## config.mk

```make
export PLATFORM = sky130hd
export DESIGN_NAME = param_updown_counter
export DESIGN_NICKNAME = d
export VERILOG_FILES = /design/src/rtl/counter_pkg.sv /design/src/rtl/counter_prescaler.sv /design/src/rtl/param_updown_counter.sv
export SDC_FILE = /design/constraint.sdc
export NUM_CORES = 1
export LEC_CHECK = 0
export ABC_AREA = 1
export CORE_ASPECT_RATIO = 1.5
export CORE_MARGIN = 5
export CORE_UTILIZATION = 48
export CTS_BUF_LIST = sky130_fd_sc_hd__clkbuf_8
export CTS_CLUSTER_SIZE = 24
export DETAILED_ROUTE_END_ITERATION = 10
export PLACE_DENSITY = 0.82
export SLEW_MARGIN = 30
export SYNTH_ARGS = -nofsm -noshare
export SYNTH_HDL_FRONTEND = slang
export SYNTH_HIERARCHICAL = 1
export SYNTH_SLANG_ARGS = --single-unit
```

## constraint.sdc

```tcl
create_clock -name clk -period 1.8 [get_ports clk]
set_clock_uncertainty 0.05 [all_clocks]
set_input_delay 0.27 -clock clk [delete_from_list [all_inputs] [get_ports clk]]
set_output_delay 0.27 -clock clk [all_outputs]
set_load 0.02 [all_outputs]
```

## src/rtl/counter_pkg.sv

```systemverilog
`default_nettype none
// ============================================================================
// Module      : counter_pkg
// Description : Shared constants and helpers for param_updown_counter.
//               MODE_WRAP / MODE_SAT select boundary behaviour; clamp_load
//               limits a load value to the terminal count.
// Revision    : 1.0 - initial release
// ============================================================================
package counter_pkg;

  localparam int MODE_WRAP = 0;
  localparam int MODE_SAT  = 1;

  // Returns value, limited to max (unsigned compare).
  function automatic logic [31:0] clamp_load(input logic [31:0] value,
                                             input logic [31:0] max);
    return (value > max) ? max : value;
  endfunction

endpackage
`default_nettype wire

```

## src/rtl/counter_prescaler.sv

```systemverilog
`default_nettype none
// ============================================================================
// Module      : counter_prescaler
// Description : Enable prescaler. Advances 0..PRESCALE-1 on cycles with en=1
//               and issues tick on the enabled cycle at PRESCALE-1, wrapping
//               back to 0. Holds when en=0. PRESCALE=1 gives tick=en.
// Ports       : clk   - clock, rising edge
//               reset - asynchronous active-high reset
//               clr   - synchronous clear of the phase counter
//               en    - count enable
//               tick  - combinational step strobe
// Revision    : 1.0 - initial release
// ============================================================================
module counter_prescaler #(
  parameter int PRESCALE = 1
) (
  input  logic clk,
  input  logic reset,
  input  logic clr,
  input  logic en,
  output logic tick
);

  localparam int            CW   = (PRESCALE > 1) ? $clog2(PRESCALE) : 1;
  localparam logic [CW-1:0] LAST = CW'(PRESCALE - 1);

  // With PRESCALE=1 this register stays at 0 and LAST is 0, so tick=en.
  logic [CW-1:0] phase;

  always_ff @(posedge clk or posedge reset) begin
    if (reset) begin
      phase <= '0;
    end else if (clr) begin
      phase <= '0;
    end else if (en) begin
      if (phase == LAST) phase <= '0;
      else               phase <= phase + CW'(1);
    end
  end

  assign tick = en && (phase == LAST);

endmodule
`default_nettype wire

```

## src/rtl/param_updown_counter.sv

```systemverilog
`default_nettype none
// ============================================================================
// Module      : param_updown_counter
// Description : Parametrised up/down event counter with load, clear, enable
//               prescaler, wrap or saturate boundary mode, one-cycle terminal
//               count pulse and sticky overflow/underflow flags.
// Ports       : clk       - clock, rising edge
//               reset     - asynchronous active-high reset
//               clear     - synchronous clear of count, prescaler, flags
//               load      - synchronous load of load_data (clamped to MAX_VAL)
//               load_data - value to load
//               en        - count enable into the prescaler
//               dir       - 1 = up, 0 = down (sampled on tick only)
//               out_en    - gate for count_out
//               count     - raw counter register
//               count_out - count when out_en=1, else zero
//               tc        - one-cycle pulse after each boundary tick
//               ovf       - sticky: up-count attempted at MAX_VAL
//               udf       - sticky: down-count attempted at 0
// Revision    : 1.0 - initial release
// ============================================================================
module param_updown_counter
  import counter_pkg::*;
#(
  parameter int              WIDTH    = 8,
  parameter longint unsigned MAX_VAL  = (64'd1 << WIDTH) - 64'd1,
  parameter int              MODE     = MODE_WRAP,
  parameter int              PRESCALE = 1
) (
  input  logic             clk,
  input  logic             reset,
  input  logic             clear,
  input  logic             load,
  input  logic [WIDTH-1:0] load_data,
  input  logic             en,
  input  logic             dir,
  input  logic             out_en,
  output logic [WIDTH-1:0] count,
  output logic [WIDTH-1:0] count_out,
  output logic             tc,
  output logic             ovf,
  output logic             udf
);

  localparam logic [WIDTH-1:0] MAX = MAX_VAL[WIDTH-1:0];

  logic             tick;
  logic [WIDTH-1:0] count_nxt;
  logic             tc_nxt;
  logic             ovf_nxt;
  logic             udf_nxt;

  // Load also restarts the prescaler so the next step needs a full period.
  counter_prescaler #(
    .PRESCALE (PRESCALE)
  ) u_prescaler (
    .clk   (clk),
    .reset (reset),
    .clr   (clear | load),
    .en    (en),
    .tick  (tick)
  );

  always_comb begin
    count_nxt = count;
    tc_nxt    = 1'b0;
    ovf_nxt   = ovf;
    udf_nxt   = udf;
    if (clear) begin
      count_nxt = '0;
      ovf_nxt   = 1'b0;
      udf_nxt   = 1'b0;
    end else if (load) begin
      count_nxt = WIDTH'(clamp_load(32'(load_data), 32'(MAX)));
    end else if (tick) begin
      if (dir) begin
        if (count == MAX) begin
          tc_nxt    = 1'b1;
          ovf_nxt   = 1'b1;
          count_nxt = (MODE == MODE_SAT) ? MAX : '0;
        end else begin
          count_nxt = count + WIDTH'(1);
        end
      end else begin
        if (count == '0) begin
          tc_nxt    = 1'b1;
          udf_nxt   = 1'b1;
          count_nxt = (MODE == MODE_SAT) ? '0 : MAX;
        end else begin
          count_nxt = count - WIDTH'(1);
        end
      end
    end
  end

  always_ff @(posedge clk or posedge reset) begin
    if (reset) begin
      count <= '0;
      tc    <= 1'b0;
      ovf   <= 1'b0;
      udf   <= 1'b0;
    end else begin
      count <= count_nxt;
      tc    <= tc_nxt;
      ovf   <= ovf_nxt;
      udf   <= udf_nxt;
    end
  end

  assign count_out = out_en ? count : '0;

endmodule
`default_nettype wire

```

# --- Word-level counts from Yosys, hierarchy flattened ---
# Index checks and enable logic that the tools add are counted.
op_classes:
  n_addsub: 3
  n_eq_ne: 3
  muxes: 26
  bitwise_logic: 2
  reduce_logical: 10
ops:
  columns: ["cell", "n"]
  rows:
  - ["$mux 8", 7]
  - ["$mux 1", 19]
  - ["$reduce_bool 2->1", 5]
  - ["$add 8x1->8 const B", 1]
  - ["$eq 8x8->1 const B", 1]
  - ["$logic_not 8->1", 1]
  - ["$reduce_and 4->1", 2]
  - ["$sub 8x1->8 const B", 1]
  - ["$ne 2x2->1 const B", 2]
  - ["$reduce_bool 3->1", 1]
  - ["$add 1x1->1 const B", 1]
  - ["$logic_and 1x1->1", 1]
  - ["$not 1->1", 1]
  - ["$or 1x1->1", 1]
word_totals:
  regBits: 12
  in_bits: 15
  out_inout_bits: 19
  elab_cells: 49

# --- Logic depth before layout (Yosys ltp) ---
# Gate-level depths: netlist (run 1).
depth:
  depth_word: 6
  mapped_depth: 10
  mapped_depth_nobuf: 10

# --- Modules after synthesis ---
# Netlist (run 1), hierarchy kept.
by_module_without_submodules:
  columns: ["module", "instances", "cells_each", "area_per_inst_um2", "seq_area_each_um2"]
  rows:
  - ["param_updown_counter", 1, 170, 1118.6, 275.3]
  - ["counter_prescaler", 1, 1, 7.5, 0.0]

# --- Least setup slack after synthesis (run 1) ---
# Ideal clock, no wire load.
synth_timing:
  kind: "reg-to-reg"
  start: "register count[0]"
  end: "register count[4]"
  setup_time_ns: 0.122
  arrival_time_ns: 1.347
  required_time_ns: 1.628
  slack_ns: 0.281
  path_stages_with_launch: 9
  n_path_buf: 0
  period_less_slack_ns: 1.519
  path_cell_list: "dfrtp_1 inv_1 ha_1 nand3_2 nor2_2 nor2_4 nand3_1 nand3_1 a21oi_2"
synth_via:
  elab_chain_cells: 6
  word_cells_on_any_way: 10
  classes_between: "add/sub (2); eq/ne (1); mux (6); reduce/logical (1)"
synth_lines:
  columns: ["item", "line_no", "source"]
  rows:
  - ["from (decl)", "param_updown_counter.sv:38", "output logic [WIDTH-1:0] count,"]
  - ["from (signal assigned)", "param_updown_counter.sv:103", "count <= count_nxt;"]
  - ["$sub 8x1->8, or another cell as far along", "param_updown_counter.sv:90", "count_nxt = count - WIDTH'(1);"]
  - ["$mux 8 (on tied branches)", "param_updown_counter.sv:85, param_updown_counter.sv:77", null]
  - ["$mux 8 *", "param_updown_counter.sv:76", "if (dir) begin"]
  - ["$mux 8 *", "param_updown_counter.sv:75", "end else if (tick) begin"]
  - ["$mux 8 *", "param_updown_counter.sv:73", "end else if (load) begin"]
  - ["$mux 8 *", "param_updown_counter.sv:69", "if (clear) begin"]
# Mark *: on every way between the ends. The rest lies on a longest branch, timed or not. The select of a mux whose other input is x is not followed.
# A chain may end at the register's enable or synchronous reset.

# --- Worst setup path after layout (run 1) ---
layout_timing:
  start: "register count[1]"
  end: "output port count_out[1]"
layout_via:
  elab_chain_cells: 1
layout_lines:
  columns: ["item", "line_no", "source"]
  rows:
  - ["$mux 8", "param_updown_counter.sv:110", "assign count_out = out_en ? count : '0;"]
  - ["to (decl)", "param_updown_counter.sv:39", "output logic [WIDTH-1:0] count_out,"]
# Every way passes these cells.

==> results of run 1 <==
sequential cells by signal (all words and copies together), names as in the netlist:
signal	cells
udf	1
ovf	1
tc	1
count	8
final cells by class:
type	count	area, µm²
clock buffer	3	41.3
clock inverter	1	3.75
fill	190	708
inverter	33	124
multi-input combinational	119	666
sequential	11	278
tap	23	28.8
timing repair buffer	40	384
what timing repair did:
action / 4_1_cts / 5_1_grt
endpoints found under the setup margin: 8 / 1
cloned: 0 / 0
gates resized for setup: 3 / 1
per-layer routing:
| layer | GRT usage, % | routed length (µm) | share of wire, % |
|---|---|---|---|
| met5 | 0 | 0 | 0 |
| met4 | 8.45 | 59 | 2.0 |
| met3 | 2.15 | 190 | 6.5 |
| met2 | 33.3 | 1590 | 54 |
| met1 | 18.3 | 1080 | 37 |
critical path, stage by stage (launching register included):
cell	delay [ps]
sky130_fd_sc_hd__dfrtp_1	460
sky130_fd_sc_hd__nand2_1	80
sky130_fd_sc_hd__inv_1	50
sky130_fd_sc_hd__clkdlybuf4s50_1	590
final timing paths:
path                           from            to  slack [ps]  depth (start not counted)
max                        count[1]  count_out[1]          50                          3
min                           reset           udf         280                          2
max reg2reg                count[0]           udf         200                          6
min reg2reg                     udf           udf         470                          2
max in group asynchronous     reset      count[2]        1090                          2
min in group clk                udf           udf         470                          2
where the power goes:
| part | internal [mW] | switching [mW] |
|---|---|---|
| Clock | 0.150 | 0.0961 |
| Combinational | 0.192 | 0.242 |
| Sequential | 0.270 | 0.0395 |
through the flow:
step / area, µm² / total power [mW] / TNS [ps] / hold slack [ps] / setup slack [ps]
after CTS: 1520 / 1.00 / 0 / 291 / 38.3
final: 1530 / 0.989 / 0 / 280 / 52.3
after global routing: 1530 / 1.05 / 0 / 335 / 6.05
after global placement: 1480 / 0.732 / -766 / 460 / -99.4
after detailed placement: 1480 / 0.746 / -1040 / 462 / -154
after floorplan: 1120 / 0.592 / 0 / 72.4 / 281
==> results.txt, run 1 <==
----------------------------------------------------
[Routing]
  Residual DRC ... 0
  Via/cell ratio ... 5.21
  Average wire per cell in the routed design ... 12.7 µm
  Number of violations reported at the end of detailed-routing iteration 0 ... 32
  First-pass detailed-route iteration total ... 4
  Total number of vias ... 1198
  Count of antenna-violating nets left after detailed routing ... 0
  Total detailed-routing wirelength ... 2920 µm

[Critical path]
  Critical Path Source Type ... flop
  Required time at the endpoint of the critical path ... 1480 ps
  Crit Path Class ... flop to primary output
  Arrival time of data at the critical path endpoint ... 1430 ps
  Maximum net fanout on the critical path ... 7
  Crit path capture type ... primary output

[Clocking]
  CTS Root Buffer Type ... sky130_fd_sc_hd__clkbuf_8
  Number of hold buffers added after cts ... 0
  Clock edge transition at the registers on the reported setup and hold paths ... 50 ps
  CTS buffer count ... 3
  Post-CTS Setup Inserts ... 0
  Insertion delay of the later-clocked pin in the worst-skew pair ... 240 ps
  Max Buffers Root-to-Sink ... 2
  H-tree Lvls ... 1
  CTS tree ... built
  CTS Sinks ... 11

[Global routing]
  Global-route wire length before repair ... 4920 µm
  Number of antenna violations at the first check in global routing ... 0
  Gr ovfl total ... 0
  GRT Resource Usage Total ... 17.6%
  Number of global-route vias before repair ... 1185
  Maximum number of pins on one net before global-route repair ... 15

[Timing]
  Maximum operating frequency ... 0.572 GHz
  Max Slew Vio Count ... 0
  Transition time at the pin with the least slew margin ... 445 ps
  Post-layout minimum cycle time ... 1750 ps
  Unrepaired setup endpoints after global routing ... false
  Hold violation count in the final report ... 0
  Final setup violating endpoints ... 0
  Portion of the clock cycle consumed by the worst path in the final layout ... 97.1%
  Worst slew margin relative to its limit ... 70.3%

[Floorplan]
  Ports placed on the boundary ... 34
  Vertical die dimension ... 69.2 µm
  Std cell rows ... 21
  DIE WIDTH ... 49.5 µm
  Overall die area ... 3430 µm²
  Floorplan Core Area ... 2230 µm²
  Initial core utilization ... 50.3%

[Finish]
  Fraction of layout instances using a drive strength above 1 ... 19.8%
  Total number of nets in the final design ... 226
  Core utilization of the finished layout ... 68.3%
  Cell Count, Final, Fillers Out ... 230
  Layout Area Growth over Synthesis ... 35.9%
  Commonest cells after routing, fill and taps aside ... sky130_fd_sc_hd__nand2_1, sky130_fd_sc_hd__inv_1, sky130_fd_sc_hd__clkdlybuf4s50_1, sky130_fd_sc_hd__nor2_1, sky130_fd_sc_hd__nand3_1
  Most frequent standard cell in the layout excluding fill and tap cells ... sky130_fd_sc_hd__nand2_1
  Diodes inserted ... 0

[Run status]
  Result of the run ... finished clean

[Place]
  Number of cells after detailed placement ... 226
  GP Congestion ... 0.930
  Number of I/O port buffers ... 33
  Post-DP HPWL ... 2410 µm

[Synthesis]
  Post-Syn Instances ... 170
  Net count after synthesis ... 188
  Area of the mapped netlist ... 1120 µm²
  Syn_area_per_cell ... 6.60 µm²
  Count of yosys warnings during synthesis ... 6

[Power]
  Static Leakage ... 0.789 nW
  Maximum vdd drop ... 0.000542 V
  Power density over the cells ... 648 nW/µm²

[Min path]
  Type of the worst min-delay path ... input pin to async pin

[Job]
  Max cap viols ... 0

----------------------------------------------------
Note: power is estimated with default switching activity, not from simulation.
==> run 2: changes to the inputs <==
Settings changed: CTS_CLUSTER_DIAMETER from default to 120.
==> results of run 2 <==
The final DEF is identical to that of run 1; final timing and power are the same.
==> patch, RTL diff (flow settings as in run 1) <==
Reset style: synchronous (`reset`), changed in 2 clocked blocks. Comments in the files are not updated.
--- a/src/rtl/counter_prescaler.sv
+++ b/src/rtl/counter_prescaler.sv
@@ -27,7 +27,7 @@
   // With PRESCALE=1 this register stays at 0 and LAST is 0, so tick=en.
   logic [CW-1:0] phase;
 
-  always_ff @(posedge clk or posedge reset) begin
+  always_ff @(posedge clk) begin
     if (reset) begin
       phase <= '0;
     end else if (clr) begin
--- a/src/rtl/param_updown_counter.sv
+++ b/src/rtl/param_updown_counter.sv
@@ -93,7 +93,7 @@
     end
   end
 
-  always_ff @(posedge clk or posedge reset) begin
+  always_ff @(posedge clk) begin
     if (reset) begin
       count <= '0;
       tc    <= 1'b0;
Check against the original RTL: differs if reset is asserted again (counterexample within 4 cycles, from zero or initial values and one cycle with reset high); with reset held inactive, the same outputs for 10 cycles.
==> patch against run 1 <==
  * Cell area down 3.2%
  * Wire length up 5.5%
  * Sequential cell count unchanged
  * Area after synthesis down 3.9%
  * Total power down 17%
  * Setup slack better by 0.011 ns
  * First-iteration DRC count up 72%
  * Sequential share of layout area down 3.2 points
  * Critical path type unchanged
  * Highest routed layer unchanged
==> patch: results (changes against run 1) <==
** Clock tree
- The buffers inserted during post-CTS setup optimization is 0 (unchanged).
- Post-CTS clock slew at the launch and capture registers of the worst setup and hold paths :: 0.05 ns (about the same)
- Source-to-sink clock delay at the later pin of the worst-skew pair :: 0.24 ns (about the same)
- H-tree Lvls :: 1 (unchanged)
- Maximum count of clock buffers along a single path :: 2 (unchanged)
- The number of buffers inserted during clock tree synthesis came to 3 (unchanged).
- In this run the clock root is driven by a clkbuf_8.
- The count of cells resized by post-cts repair is 2 (-1).

** Layout
- The fraction of final layout cells with drive strength greater than 1 came to 12.8% (-7.0 points).
- The flip-flop count of the largest register after layout is 8 (unchanged).
- Antenna Diode Count :: 0 (unchanged)
- Most flop-heavy register :: count
- Layout Nets :: 238 (+5.3%)

** Place
- HPWL after DPL :: 2.48 mm (+2.9%)
- The placer congestion estimate came to 0.936 (+0.63%).
- The count of port buffers added during placement is 33 (unchanged).
- Cell area after placement :: 0.00143 mm² (-3.1%)

** Synth
- The net count of the mapped netlist was 200 (+6.4%).
- Total of warnings raised by yosys :: 6 (unchanged)

** Worst setup path
- The worst register-to-register path ends at count[0].
- Data arrives at the worst endpoint at 1.42 ns.
- Worst Path Max Fanout :: 6 (-1)
- Worst setup endpoint :: count_out[0]
- In this run the critical register-to-register path is launched from count[0].
- The number of cell instances on the worst register-to-register path came to 8 (+2).
- In this run the worst setup path begins at count[0].
- Across all register-to-register paths, the minimum setup slack is 0.19 ns.

** GRT
- The first-pass GRT wire length is 5.02 mm (+2.1%).
- The total track usage came to 19.2% (+1.5 points).
- Maximum number of pins on one net before global-route repair :: 13 (-2)
- The number of global-route vias before repair is 1174 (-0.93%).
- Antenna violations before repair :: 0 (unchanged)

** Detailed routing
- Top routing layer in use :: met4
- Detailed-routed wire length on met3 :: 189 µm (-0.53%)
- The total detailed-routing wirelength was 3.08 mm (+5.5%).
- First-pass DRT Iterations :: 4 (unchanged)
- The met2 layer wire length in the routed design was 1.67 mm (+5.1%).
- Iteration-0 DRC count of the detailed router :: 55 (+72%)
- DR vias/cell :: 5.32 (+2.1%)
- Detailed-route wire length on metal 1 :: 1.15 mm (+6.0%)

** Power and ir drop
- Worst vdd ir :: 326 µV (-40%)
- Leak :: 0.744 nW (-5.7%)

** Min path
- Hold Crit Start :: udf
- The worst hold path belongs to the class register to register.

** Run status
- The flow ran to the end, and the final reports show no timing, DRC or antenna violations.

** STA
- Worst slew margin relative to its limit :: 78.9% (+8.6 points)
[patch: where the power goes]
group | leakage, nW | switching [W] | total, W | internal, W
logic | 0.627 | 0.000166 | 0.000297 | 0.000131
clock network | 0.0269 | 0.000104 | 0.000254 | 0.000151
registers | 0.0902 | 0.0000148 | 0.000270 | 0.000255
[patch: per-layer routing]
layer	up-vias	track usage (%)
met2	56	37.1
met5	-	0
met1	570	20.0
met4	0	9.76
met3	9	2.40
li1	652	-
[patch: stage by stage]
step                      setup WS [ns]  instances  util, %  hold slack, ns  power [W]
after global placement           -0.133        238     64.9           0.387   0.000564
after CTS                        0.0675        242     66.9           0.404   0.000825
final                            0.0638        242     66.9           0.398   0.000821
after global routing             0.0119        242     66.9           0.441   0.000870
after detailed placement         -0.165        238     64.9           0.393   0.000571
after floorplan                   0.223        182        -           0.389   0.000467
[patch: layout make-up]
class / count / area, µm²
repair buffers: 41 / 389
clock inverters: 1 / 3.75
fillers: 217 / 731
multi-input cells: 130 / 661
inverters: 33 / 131
clock buffers: 3 / 41.3
flip-flops and latches: 11 / 221
well taps: 23 / 28.8
[patch: worst min-delay path by stage]
| stage | end | cells after the start |
|---|---|---|
| floorplan | count[1] | 2 |
| global placement | udf | 2 |
| detailed placement | udf | 2 |
| CTS | udf | 2 |
| global route | udf | 2 |
| finish | udf | 2 |
[patch: critical path: stages (launching register included)]
cell and delay, ns:
dfxtp_1 0.44, nand2_1 0.08, inv_1 0.06, clkdlybuf4s50_1 0.60
